<file path="config.mk">
export PLATFORM = sky130hd
export DESIGN_NAME = shift_req_fifo_flat
export DESIGN_NICKNAME = d
export VERILOG_FILES = /design/src/rtl/shift_req_fifo_if.sv /design/src/rtl/shift_req_fifo.sv /design/src/flat_wrapper.sv
export SDC_FILE = /design/constraint.sdc
export NUM_CORES = 1
export LEC_CHECK = 0
export BUFFER_PORTS_ARGS = -buffer_cell sky130_fd_sc_hd__buf_2
export CAP_MARGIN = 30
export CORE_ASPECT_RATIO = 1.75
export CORE_UTILIZATION = 35
export CTS_CLUSTER_DIAMETER = 60
export DETAILED_ROUTE_END_ITERATION = 8
export GPL_TIMING_DRIVEN = 0
export REMOVE_ABC_BUFFERS = 1
export SKIP_LAST_GASP = 1
export SYNTH_ARGS = -nofsm -noshare
export SYNTH_HDL_FRONTEND = slang
export SYNTH_SLANG_ARGS = --single-unit
</file>
<file path="constraint.sdc">
create_clock -name clk -period 2.5 [get_ports clk]
set_input_delay 0.125 -clock clk [delete_from_list [all_inputs] [get_ports clk]]
set_output_delay 0.125 -clock clk [all_outputs]
set_load 0.03 [all_outputs]
</file>
<file path="src/rtl/shift_req_fifo_if.sv">
// Request/result bundle between the shift-request FIFO stage, its producer,
// the combinational shifter and the result consumer.
// Latency: none (wires only). Backpressure: carried by in_ready / out_ready.
interface shift_req_fifo_if #(
  parameter int WIDTH = 16,
  parameter int SHW   = 4,
  parameter int DEPTH = 4
);
  localparam int LW = $clog2(DEPTH) + 1;

  logic             in_valid;
  logic             in_ready;
  logic [WIDTH-1:0] in_data;
  logic [SHW-1:0]   in_amt;
  logic [WIDTH-1:0] sh_i;
  logic [SHW-1:0]   sh_s;
  logic [WIDTH-1:0] sh_o;
  logic             out_valid;
  logic             out_ready;
  logic [WIDTH-1:0] out_data;
  logic [SHW-1:0]   out_amt;
  logic [LW-1:0]    level;

  modport master (
    output in_valid, in_data, in_amt, sh_o, out_ready,
    input  in_ready, sh_i, sh_s, out_valid, out_data, out_amt, level
  );

  modport slave (
    input  in_valid, in_data, in_amt, sh_o, out_ready,
    output in_ready, sh_i, sh_s, out_valid, out_data, out_amt, level
  );
endinterface

</file>
<file path="src/rtl/shift_req_fifo.sv">
// Buffers shift requests in a DEPTH-entry FIFO and registers the shifter result.
// Latency: push at edge N gives out_valid after edge N+1; 1 result/cycle streaming.
// Backpressure: in_ready from occupancy only; result held stable while out_ready=0.
module shift_req_fifo #(
  parameter int WIDTH = 16,
  parameter int SHW   = 4,
  parameter int DEPTH = 4
) (
  input  logic            clk,
  input  logic            rst_n,
  shift_req_fifo_if.slave bus
);
  localparam int PW = $clog2(DEPTH);
  localparam int LW = PW + 1;

  typedef struct packed {
    logic [WIDTH-1:0] data;
    logic [SHW-1:0]   amt;
  } req_t;

  req_t             mem [DEPTH];
  req_t             head;
  logic [PW-1:0]    wr_ptr;
  logic [PW-1:0]    rd_ptr;
  logic [LW-1:0]    level_q;
  logic             out_valid_q;
  logic [WIDTH-1:0] out_data_q;
  logic [SHW-1:0]   out_amt_q;
  logic             push;
  logic             load;

  assign head         = mem[rd_ptr];
  assign bus.sh_i     = head.data;
  assign bus.sh_s     = head.amt;
  assign bus.in_ready = (level_q != LW'(DEPTH));
  assign push         = bus.in_valid && bus.in_ready;
  // An entry pushed into an empty FIFO is not visible to load until next edge.
  assign load         = (level_q != '0) && (!out_valid_q || bus.out_ready);

  assign bus.out_valid = out_valid_q;
  assign bus.out_data  = out_data_q;
  assign bus.out_amt   = out_amt_q;
  assign bus.level     = level_q;

  always_ff @(posedge clk or negedge rst_n) begin
    if (!rst_n) begin
      for (int i = 0; i < DEPTH; i++) mem[i] <= '0;
      wr_ptr <= '0;
    end else if (push) begin
      mem[wr_ptr] <= req_t'{data: bus.in_data, amt: bus.in_amt};
      wr_ptr      <= wr_ptr + 1'b1;
    end
  end

  always_ff @(posedge clk or negedge rst_n) begin
    if (!rst_n) begin
      rd_ptr      <= '0;
      out_valid_q <= 1'b0;
      out_data_q  <= '0;
      out_amt_q   <= '0;
    end else if (load) begin
      rd_ptr      <= rd_ptr + 1'b1;
      out_valid_q <= 1'b1;
      out_data_q  <= bus.sh_o;
      out_amt_q   <= head.amt;
    end else if (out_valid_q && bus.out_ready) begin
      out_valid_q <= 1'b0;
    end
  end

  always_ff @(posedge clk or negedge rst_n) begin
    if (!rst_n) begin
      level_q <= '0;
    end else begin
      case ({push, load})
        2'b10:   level_q <= level_q + 1'b1;
        2'b01:   level_q <= level_q - 1'b1;
        default: level_q <= level_q;
      endcase
    end
  end
endmodule

</file>
<file path="src/flat_wrapper.sv">
// flat-port wrapper written by rule: the top's interface ports become plain ports
module shift_req_fifo_flat 
#(
  parameter int WIDTH = 16,
  parameter int SHW   = 4,
  parameter int DEPTH = 4
)
  (clk, rst_n, bus_in_valid, bus_in_data, bus_in_amt, bus_sh_o, bus_out_ready, bus_in_ready, bus_sh_i, bus_sh_s, bus_out_valid, bus_out_data, bus_out_amt, bus_level);
  shift_req_fifo_if #(.WIDTH(WIDTH), .SHW(SHW), .DEPTH(DEPTH)) bus_i ();
  input  logic clk;
  input  logic rst_n;
  input wire logic [$bits(bus_i.in_valid)-1:0] bus_in_valid;
  input wire logic [$bits(bus_i.in_data)-1:0] bus_in_data;
  input wire logic [$bits(bus_i.in_amt)-1:0] bus_in_amt;
  input wire logic [$bits(bus_i.sh_o)-1:0] bus_sh_o;
  input wire logic [$bits(bus_i.out_ready)-1:0] bus_out_ready;
  output wire logic [$bits(bus_i.in_ready)-1:0] bus_in_ready;
  output wire logic [$bits(bus_i.sh_i)-1:0] bus_sh_i;
  output wire logic [$bits(bus_i.sh_s)-1:0] bus_sh_s;
  output wire logic [$bits(bus_i.out_valid)-1:0] bus_out_valid;
  output wire logic [$bits(bus_i.out_data)-1:0] bus_out_data;
  output wire logic [$bits(bus_i.out_amt)-1:0] bus_out_amt;
  output wire logic [$bits(bus_i.level)-1:0] bus_level;
  assign bus_i.in_valid = bus_in_valid;
  assign bus_i.in_data = bus_in_data;
  assign bus_i.in_amt = bus_in_amt;
  assign bus_i.sh_o = bus_sh_o;
  assign bus_i.out_ready = bus_out_ready;
  assign bus_in_ready = bus_i.in_ready;
  assign bus_sh_i = bus_i.sh_i;
  assign bus_sh_s = bus_i.sh_s;
  assign bus_out_valid = bus_i.out_valid;
  assign bus_out_data = bus_i.out_data;
  assign bus_out_amt = bus_i.out_amt;
  assign bus_level = bus_i.level;
  shift_req_fifo #(.WIDTH(WIDTH), .SHW(SHW), .DEPTH(DEPTH)) u_core (.clk(clk), .rst_n(rst_n), .bus(bus_i));
endmodule
</file>
==> results.md <==
- Status: finished clean
- Final core occ: 42.21%
- Clk_lat worst skew: 0.35 ns
- Unrepaired setup endpoints after global routing: false
- Yosys warns: 0
- Synth Area in Compound Gates: less than 1%
- Ys async rst share: 100.0%
- Core ar.: ~0.014 mm2
- Arr. time, crit path: 2.51 ns
- Nets: 410
- Design area: just over 0.006 mm2
- Placed instance area: 0.005597 mm2
- Total CTS buffers: 9
- Slew @ Worst Pin: approximately 0.84 ns
- Vias in the first global route: between 2000 and 3000
- WL/cell: 18.45 um
- Tot GR Track Use: between 10 and 15%
- R2R Path End: u_core.bus.level[1]
- Startpoint types: register
- GPL Wtd Cong: 0.6948
- Max VDD drop: around 0.57 mV
- Final Non-Filler Cells: 549
- Count of final hold-check violations: 0
- Clock-pin slew on the worst setup and hold paths: approximately 0.07 ns
- Post-DP HPWL: roughly 6500 um
- Largest family of logic cells by synthesized area: multiplexers
- Hold depth: 2
- Synth Area in XOR/XNOR: 1.031%
- Top-count cell post-synth: dfrtp_1
- Num rows: 58
- Worst path slowest cell: or3b_1
- Worst path max stage delay: 0.59 ns
- CP required: 2.73 ns
- Final wirelength: 10130 um
- # DRC: 0
- Area delta synth->final: 18.41%
- Power per cell area: 1552 mW/mm2
- Gr ovfl total: 0
- Final Skew: 0.006026 ns
- Cells on worst reg2reg path: 5
- Synth Register Bits: 108
- Max Cap Viol: 0
- Remaining antenna violation count: 0
- Max H-tree Level: 3
- Antenna violations before repair: 0
- CP cell instances: or3b_1 -> nand2_1 -> ha_1 -> fa_1 -> mux2_2
- Num Clock Sinks: 108
- Layout filler cell count: about 1300
- Yosys top cell by area: dfrtp_1
- Post-synthesis sequential area ratio: a little over half
- Post-synthesis mux area share: 37.71%
- Post CTS Setup Buffer Count: 0
- Synth Area in Simple Gates: 2.161%
- Ports: 85
- CTS tree: done
- Tcrit/Tclk final: 91.16%
- Avg Cell Area, Syn: approximately 19 um2
- Synth Instances: 272
- Reg2Reg Setup Slack: 0.22 ns
- CP max FO: 6
- Worst hold start: bus_sh_o[5]
- First-pass GRT wire length: about 17000 um
- Via count: 2631
- Clk buf depth: 2
- Area of the die: 0.01507 mm2
- Post-synth top cells: dfrtp_1 (108), mux2_4 (80), mux2_2 (22)
- Yosys top cell area share: between 50% and 60%
- Worst hold path class: input pin to register
- Fmax: around 440 MHz
- Max-slew violations: 0
- Adder-Cell Fraction of Synth Area: 1.620%
- CP endpoint kind: register
- Via density: between 4 and 5
- Synth unique cells: 22
- Die H: between 150 and 200 um
- Critical path type: register to register
- Final Power: ~9400 uW
- Synth top area cells: dfrtp_1 (53%), mux2_4 (24%), mux4_2 (6.2%)
- DIE WIDTH: 93.22 um
- # port buffers: 84
- Clock period minus worst slack: 2.279 ns
- Crit Reg-Reg Startpoint: u_core.bus.level[1]
- Share of cells above drive strength 1: 60.98%
- Pleak: 0.002937 uW
- Most used DFF post-synth: dfrtp_1
- Root Buffer: clkbuf_16
- Largest net degree at the start of global routing: 64
- Initial Utilization: 35.65%
- Mapped Area: 0.005096 mm2
- Slew headroom: approximately 44%
- Setup Viol. Count Final: 0
- DRT iter0 DRCs: between 100 and 150
- Number of flops mapped to enable cells by yosys: 0
- TritonRoute pass-1 iters: 4
- N_diodes: 0
- Hold Path End: u_core.bus.out_data[5]
- Placed cells: 524
state kept, by name, summed over array words and instances (netlist names):
name                  count
u_core.mem               80
u_core.bus.out_data      16
u_core.bus.out_amt        4
u_core.bus.level          3
u_core.rd_ptr             2
u_core.wr_ptr             2
u_core.bus.out_valid      1
final cells by class:
class / count / area [um2] / share of cell area (%)
repair buffers: 96 / 570.5 / 9.455
flip-flops and latches: 108 / 2704 / 44.81
clock inverters: 7 / 122.6 / 2.032
multi-input cells: 146 / 2176 / 36.06
inverters: 3 / 11.26 / 0.1866
well taps: 180 / 225.2 / 3.732
clock buffers: 9 / 225.2 / 3.732
critical path, delay by kind of cell, from the launching register on:
| kind | cells | cell delay (ns) |
|---|---|---|
| flops | 1 | 0.43 |
| mux | 1 | 0.27 |
| simple gates | 2 | 0.82 |
| fa+ha+maj | 2 | 0.64 |
routing by layer:
metal	global-route usage [%]	part of all wire [%]	vias to the layer above
met5	0	0	-
li1	-	-	1181
met4	5.245	1.6	0
met1	18.51	43	1380
met2	24.87	53	58
met3	2.778	3.3	12
report_power, final:
part	switching (uW)	internal, uW
clock	663	987
sequential	636	2620
combinational	2140	2310
total	3440	5920
stage by stage:
stage | hold WS (ns) | worst slack, ns | TNS, ns
after global routing | 0.008794 | 0.1145 | 0
after CTS | 0.0001069 | 0.1945 | 0
after floorplan | -0.1706 | -0.4863 | -0.8432
after global placement | 0.3592 | -0.9353 | -7.696
after detailed placement | 0.2854 | 0.2031 | 0
final | 0.01337 | 0.2210 | 0
how the worst max path moves through the flow:
stage,start,end,slack [ns]
after global routing,u_core.bus.level[1],u_core.bus.level[1],0.11
after CTS,u_core.bus.level[1],u_core.bus.level[1],0.19
after detailed placement,u_core.bus.level[1],u_core.bus.level[1],0.20
after global placement,u_core.bus.level[0],u_core.bus.level[1],-0.94
final,u_core.bus.level[1],u_core.bus.level[1],0.22
after floorplan,u_core.bus.level[0],u_core.bus.level[1],-0.49
placed cells by master (no fill, tap or decap), types with 4 or more instances in the layout:
cell           Yosys  layout
dfrtp_1          108     107
buf_2              4      83
mux2_4            80      80
mux2_2            22      22
mux4_2            14      14
clkbuf_16          0       9
dlygate4sd3_1      0       9
mux4_1             6       6
ha_1               5       5
nand3_4            4       4
logic make-up after synthesis:
logic type / count (synthesis)
xor gates and xnor gates: 6
buffers and inverters: 18
muxes: 122
and+or+nand+nor: 11
AOI/OAI and AO/OA: 1
DFF: 108
adders and majority gates: 6
timing repair:
item                                   CTS  global route
endpoints found under the hold margin   70             0
resized for setup                        0             0
hold buffers                             9             0
Note: power is estimated with default switching activity, not from simulation.
